File: config.mk
export PLATFORM = sky130hd
export DESIGN_NAME = byte_lane_sched_flat
export DESIGN_NICKNAME = d
export VERILOG_FILES = /design/src/rtl/byte_lane_sched_pkg.sv /design/src/rtl/byte_lane_sched_if.sv /design/src/rtl/byte_lane_sched_rr_arbiter4.sv /design/src/rtl/byte_lane_sched.sv /design/src/flat_wrapper.sv
export SDC_FILE = /design/constraint.sdc
export NUM_CORES = 1
export LEC_CHECK = 0
export BUFFER_PORTS_ARGS = -buffer_cell sky130_fd_sc_hd__buf_2
export CELL_PAD_IN_SITES_DETAIL_PLACEMENT = 1
export CELL_PAD_IN_SITES_GLOBAL_PLACEMENT = 1
export CORE_ASPECT_RATIO = 0.5
export CORE_MARGIN = 2
export CORE_UTILIZATION = 35
export DETAILED_ROUTE_END_ITERATION = 10
export PLACE_DENSITY_LB_ADDON = 0.1
export SKIP_CTS_REPAIR_TIMING = 1
export SLEW_MARGIN = 30
export SYNTH_ARGS = -nofsm -noshare
export SYNTH_HDL_FRONTEND = slang
export SYNTH_SLANG_ARGS = --single-unit
export TNS_END_PERCENT = 100
File: constraint.sdc
create_clock -name clk_4f -period 4.2 [get_ports clk_4f]
set_input_delay 0.84 -clock clk_4f [delete_from_list [all_inputs] [get_ports clk_4f]]
set_output_delay 0.84 -clock clk_4f [all_outputs]
set_load 0.01 [all_outputs]
File: src/rtl/byte_lane_sched_pkg.sv
// Shared constants, types and state encoding for the byte-lane scheduler.
// The scheduler and its round-robin arbiter both import this package.
package byte_lane_sched_pkg;

    localparam int NLANES     = 4;
    localparam int WORD_BYTES = 4;
    localparam int LANE_W     = $clog2(NLANES);
    localparam int CNT_W      = $clog2(WORD_BYTES);

    typedef logic [LANE_W-1:0] lane_t;
    typedef logic [CNT_W-1:0]  cnt_t;

    typedef enum logic {
        IDLE = 1'b0,
        XFER = 1'b1
    } state_t;

    localparam cnt_t  LAST_BYTE  = cnt_t'(WORD_BYTES - 1);
    // Pointer starts at the top lane so lane 0 wins the first arbitration.
    localparam lane_t LAST_RESET = lane_t'(NLANES - 1);

    function automatic logic [NLANES-1:0] lane_onehot(lane_t lane);
        return {{(NLANES-1){1'b0}}, 1'b1} << lane;
    endfunction

endpackage

File: src/rtl/byte_lane_sched_if.sv
// Lane-side and packer-side signals of the byte-lane scheduler.
// The master modport is the environment; the slave modport is the scheduler.
interface byte_lane_sched_if;
    import byte_lane_sched_pkg::*;

    logic [NLANES-1:0] lane_en;
    logic [NLANES-1:0] req;
    logic [7:0]        data_in0;
    logic [7:0]        data_in1;
    logic [7:0]        data_in2;
    logic [7:0]        data_in3;
    logic              hold;
    logic [NLANES-1:0] pop;
    logic [7:0]        data_out;
    logic              valid_out;
    lane_t             lane_out;
    logic              word_start;
    logic              word_end;

    modport master (
        output lane_en, req, data_in0, data_in1, data_in2, data_in3, hold,
        input  pop, data_out, valid_out, lane_out, word_start, word_end
    );

    modport slave (
        input  lane_en, req, data_in0, data_in1, data_in2, data_in3, hold,
        output pop, data_out, valid_out, lane_out, word_start, word_end
    );

endinterface

File: src/rtl/byte_lane_sched_rr_arbiter4.sv
// Combinational round-robin pick: searches from last+1 upward, wrapping,
// and returns the first eligible lane plus whether any lane was eligible.
module rr_arbiter4
    import byte_lane_sched_pkg::*;
(
    input  logic [NLANES-1:0] eligible,
    input  lane_t             last,
    output lane_t             winner,
    output logic              any
);

    lane_t idx;

    // Offset NLANES wraps back to last itself, so a lone requester equal to last still wins.
    always_comb begin
        winner = last;
        any    = 1'b0;
        idx    = last;
        for (int k = 1; k <= NLANES; k++) begin
            idx = last + lane_t'(k);
            if (!any && eligible[idx]) begin
                winner = idx;
                any    = 1'b1;
            end
        end
    end

endmodule

File: src/rtl/byte_lane_sched.sv
// Grants whole 4-byte words from round-robin-arbitrated byte lanes and streams
// the bytes, registered, to the 8b-to-32b packer.
module byte_lane_sched
    import byte_lane_sched_pkg::*;
(
    input  logic             clk_4f,
    input  logic             reset_L,
    byte_lane_sched_if.slave bus
);

    state_t            state;
    state_t            state_nxt;
    cnt_t              cnt;
    cnt_t              cnt_nxt;
    lane_t             gnt;
    lane_t             gnt_nxt;
    lane_t             last;
    lane_t             last_nxt;
    lane_t             arb_last;
    lane_t             winner;
    logic [NLANES-1:0] eligible;
    logic              any;
    logic              pop_any;
    logic [7:0]        lane_byte;

    logic [7:0]        data_reg;
    logic              valid_reg;
    lane_t             lane_reg;
    logic              start_reg;
    logic              end_reg;

    assign eligible = bus.req & bus.lane_en;

    // While a word is in flight, gnt is exactly what last becomes at the word's
    // final byte, so the back-to-back re-arbitration sees the updated pointer.
    assign arb_last = (state == XFER) ? gnt : last;

    rr_arbiter4 u_arb (
        .eligible (eligible),
        .last     (arb_last),
        .winner   (winner),
        .any      (any)
    );

    assign pop_any = (state == XFER) && !bus.hold;
    assign bus.pop = pop_any ? lane_onehot(gnt) : '0;

    always_comb begin
        lane_byte = bus.data_in0;
        case (gnt)
            2'd0:    lane_byte = bus.data_in0;
            2'd1:    lane_byte = bus.data_in1;
            2'd2:    lane_byte = bus.data_in2;
            default: lane_byte = bus.data_in3;
        endcase
    end

    // Once granted, a word runs to completion regardless of req/lane_en.
    always_comb begin
        state_nxt = state;
        cnt_nxt   = cnt;
        gnt_nxt   = gnt;
        last_nxt  = last;
        unique case (state)
            IDLE: begin
                if (any) begin
                    state_nxt = XFER;
                    gnt_nxt   = winner;
                    cnt_nxt   = '0;
                end
            end
            XFER: begin
                if (pop_any) begin
                    cnt_nxt = cnt + 1'b1;
                    if (cnt == LAST_BYTE) begin
                        last_nxt = gnt;
                        if (any) begin
                            gnt_nxt = winner;
                            cnt_nxt = '0;
                        end else begin
                            state_nxt = IDLE;
                        end
                    end
                end
            end
            default: state_nxt = IDLE;
        endcase
    end

    always_ff @(posedge clk_4f or negedge reset_L) begin
        if (!reset_L) begin
            state <= IDLE;
            cnt   <= '0;
            gnt   <= '0;
            last  <= LAST_RESET;
        end else begin
            state <= state_nxt;
            cnt   <= cnt_nxt;
            gnt   <= gnt_nxt;
            last  <= last_nxt;
        end
    end

    always_ff @(posedge clk_4f or negedge reset_L) begin
        if (!reset_L) begin
            data_reg  <= 8'h00;
            valid_reg <= 1'b0;
            lane_reg  <= '0;
            start_reg <= 1'b0;
            end_reg   <= 1'b0;
        end else if (pop_any) begin
            data_reg  <= lane_byte;
            valid_reg <= 1'b1;
            lane_reg  <= gnt;
            start_reg <= (cnt == '0);
            end_reg   <= (cnt == LAST_BYTE);
        end else begin
            valid_reg <= 1'b0;
            start_reg <= 1'b0;
            end_reg   <= 1'b0;
        end
    end

    assign bus.data_out   = data_reg;
    assign bus.valid_out  = valid_reg;
    assign bus.lane_out   = lane_reg;
    assign bus.word_start = start_reg;
    assign bus.word_end   = end_reg;

endmodule

File: src/flat_wrapper.sv
// flat-port wrapper written by rule: the top's interface ports become plain ports
module byte_lane_sched_flat import byte_lane_sched_pkg::*;
  (clk_4f, reset_L, bus_lane_en, bus_req, bus_data_in0, bus_data_in1, bus_data_in2, bus_data_in3, bus_hold, bus_pop, bus_data_out, bus_valid_out, bus_lane_out, bus_word_start, bus_word_end);
  byte_lane_sched_if bus_i ();
  input  logic clk_4f;
  input  logic reset_L;
  input wire logic [$bits(bus_i.lane_en)-1:0] bus_lane_en;
  input wire logic [$bits(bus_i.req)-1:0] bus_req;
  input wire logic [$bits(bus_i.data_in0)-1:0] bus_data_in0;
  input wire logic [$bits(bus_i.data_in1)-1:0] bus_data_in1;
  input wire logic [$bits(bus_i.data_in2)-1:0] bus_data_in2;
  input wire logic [$bits(bus_i.data_in3)-1:0] bus_data_in3;
  input wire logic [$bits(bus_i.hold)-1:0] bus_hold;
  output wire logic [$bits(bus_i.pop)-1:0] bus_pop;
  output wire logic [$bits(bus_i.data_out)-1:0] bus_data_out;
  output wire logic [$bits(bus_i.valid_out)-1:0] bus_valid_out;
  output wire logic [$bits(bus_i.lane_out)-1:0] bus_lane_out;
  output wire logic [$bits(bus_i.word_start)-1:0] bus_word_start;
  output wire logic [$bits(bus_i.word_end)-1:0] bus_word_end;
  assign bus_i.lane_en = bus_lane_en;
  assign bus_i.req = bus_req;
  assign bus_i.data_in0 = bus_data_in0;
  assign bus_i.data_in1 = bus_data_in1;
  assign bus_i.data_in2 = bus_data_in2;
  assign bus_i.data_in3 = bus_data_in3;
  assign bus_i.hold = bus_hold;
  assign bus_pop = bus_i.pop;
  assign bus_data_out = bus_i.data_out;
  assign bus_valid_out = bus_i.valid_out;
  assign bus_lane_out = bus_i.lane_out;
  assign bus_word_start = bus_i.word_start;
  assign bus_word_end = bus_i.word_end;
  byte_lane_sched u_core (.clk_4f(clk_4f), .reset_L(reset_L), .bus(bus_i));
endmodule
==> reports/metrics.cfg <==
[clock_tree]
cts_made_buffers = 3
cts_root_buf = clkbuf_8
h-tree-depth = 1
clock-sinks = 20
clk_pin_slew_ps = 70
cts_tree = done
clk_latency_ps = 260
cts_buffer_depth = 2

[synth]
avgSynthCellArea_um2 = 10.4
muxShareOfSynthArea_pct = 22.7
synth_nets = 161
ys_types = 37
synth_top_family_by_area = multiplexers
synthCells = 116
yosys.area_share.simple_pct = 17.8
synth-xor-area-share_pct = 0
synth_area_um2 = 1210
synth_area_leaders = dfrtp_1 37%, mux4_2 15%, nand2_1 11%
synth_fa_ha_area_share_pct = 2.07
yosysTopAreaCellShare_pct = 37.2
synth_compound_area_share_pct = 11.1
synth_area_leader_cell = dfrtp_1
synth_seq_cells = 20
yosysWarnings = 0
yosysSeqAreaShare_pct = 41.5

[floorplanning]
io_pins = 60
die_height_um = 45.6
initial_core_util_pct = 35.9
coreArea_um2 = 3380
die_x_um = 87.2
row_count = 15
die-area_um2 = 3980

[timing]
finalClockSkew_ps = 7.35
grt_setup_unrepaired = false
finalHoldViolCount = 0
timing.fmax_mhz = 331
min_period_ps = 3020
relSlewSlack_pct = 47.2
holdWs_ps = 474
setup_viol_count_final = 0
finalCritPeriodShare_pct = 72.0
tns_ps = 0
slew_violations = 0
tightest_slew_ps = 792

[placed_design]
dp_hpwl_um = 2370
postPlaceCellArea_um2 = 1520
post-place-cells = 210
routabilityCongestion = 0.747
io_buffer_count = 59

[grt]
grt_pass1_vias = 1049
grt_max_degree = 21
grt_pass1_wl_um = 4950
grt-ovfl-total = 0
grt.total_usage_pct = 16.5
antenna_found_initial = 0

[critical_path]
worst_setup_path_end_kind = primary output
path_cells = buf_2 -> nand2b_1 -> inv_1 -> and3_1 -> buf_2
start_kind = input pin
cp_max_fo = 15
path_delay_family = simple AND/OR/NAND/NOR gates
crit_buf_inv = 3
worst_path_most_repeated_cell = buf_2
critical_path.max_stage_delay_ps = 450
cp.required_ps = 3360
crit_slowest_cell = nand2b_1
crit_arrival_ps = 2180
path_class = input pin to primary output

[min_path]
min_path_type = flop to flop

[finish]
fin_cells = 214
mostFrequentLayoutCells = 59 x buf_2, 34 x nand2_1, 18 x dfrtp_1, 8 x mux4_2, 5 x inv_1
fillCellCount = 425
antenna_cells = 0
final_nets = 218
fin_area_um2 = 1570
layout_commonest_cell = buf_2
drive_above_1_share_pct = 45.9
multi_input_area_um2 = 649
areaGrowthSynthToFinish_pct = 30.0
final-seq-area_um2 = 503

[detailed_routing]
ant_nets = 0
viasPerCell = 5.12
routed_wl_um = 3110
wl_per_cell_um = 14.5
route.detailed.drc = 0
num_vias = 1095
first_pass_iters = 4
drtIter0Drc = 29

[pwr]
power.density_nw_per_um2 = 592
power.leakage_nw = 0.828
ir_drop_mv = 0.141

[flow_run]
drv_cap = 0

[status]
status = completed

==> through the flow <==
| step | total power, mW | setup WS [ps] | util (%) |
|---|---|---|---|
| floorplan | 0.659 | 1860 | - |
| global placement | 0.783 | 1150 | 45.0 |
| detailed placement | 0.797 | 1120 | 45.0 |
| CTS | 0.950 | 1120 | 46.6 |
| global route | 1.00 | 943 | 46.6 |
| finish | 0.931 | 1180 | 46.6 |
==> synth_stat cells, drive strengths merged <==
library cell	instances
nand2	34
dfrtp	18
mux4	8
buf	6
inv	5
mux2	4
a21oi	3
and2	3
mux2i	3
nand3	3
a21o	2
and3	2
dfstp	2
ha	2
nand2b	2
nor3	2
o2111ai	2
o21ai	2
a211o	1
a211oi	1
a22o	1
a22oi	1
a31oi	1
a32oi	1
clkbuf	1
nand4	1
nor2	1
nor3b	1
o211a	1
o221a	1
o31ai	1
==> path summary, 6_finish.rpt <==
kind	from	depth (start not counted)	slack, ps	to
setup / recovery	bus_hold	5	1180	bus_pop[3]
hold / removal	u_core.bus.lane_out[0]	2	470	u_core.bus.lane_out[0]
setup reg to reg	u_core.state	4	2210	u_core.last[1]
hold reg to reg	u_core.bus.lane_out[0]	2	470	u_core.bus.lane_out[0]
max in group asynchronous	reset_L	1	3340	u_core.last[0]
min in group asynchronous	reset_L	1	510	u_core.state
==> state kept, by name, indices dropped and copies added (netlist names) <==
name / flops
u_core.last: 2
u_core.bus.word_end: 1
u_core.state: 1
u_core.bus.word_start: 1
u_core.bus.valid_out: 1
u_core.bus.data_out: 8
u_core.gnt: 2
u_core.cnt: 2
u_core.bus.lane_out: 2
==> logic make-up (layout without fill, tap and decap cells) <==
logic type | after synthesis | in the layout
flops | 20 | 20
mux | 15 | 15
simple gates | 49 | 49
compound gates | 18 | 18
fa+ha+maj | 2 | 2
buf+inv | 12 | 68
==> routing by layer <==
metal	share of wire, %	GRT usage [%]	wire length, um
met1	43	20.0	1340
met2	50	30.5	1570
met3	6.1	4.35	189
met4	0.42	2.77	13
met5	0	0	0
==> power by group <==
| part | internal, mW | switching, mW |
|---|---|---|
| clock network | 0.0835 | 0.0649 |
| logic | 0.223 | 0.176 |
| registers | 0.276 | 0.108 |
==> tightest hold or removal path: cells and delay by family, from the launching register on <==
kind,cells,cell delay (ps)
flip-flops,1,340
AND/OR/NAND/NOR,2,100
==> area by class of cell <==
class                      instances  area share (%)
multi-input combinational         84            41.3
sequential                        20            32.0
timing repair buffer              59            18.8
clock buffer                       4            3.50
tap                               42            3.34
inverter                           5            1.19
Note: power is estimated with default switching activity, not from simulation.
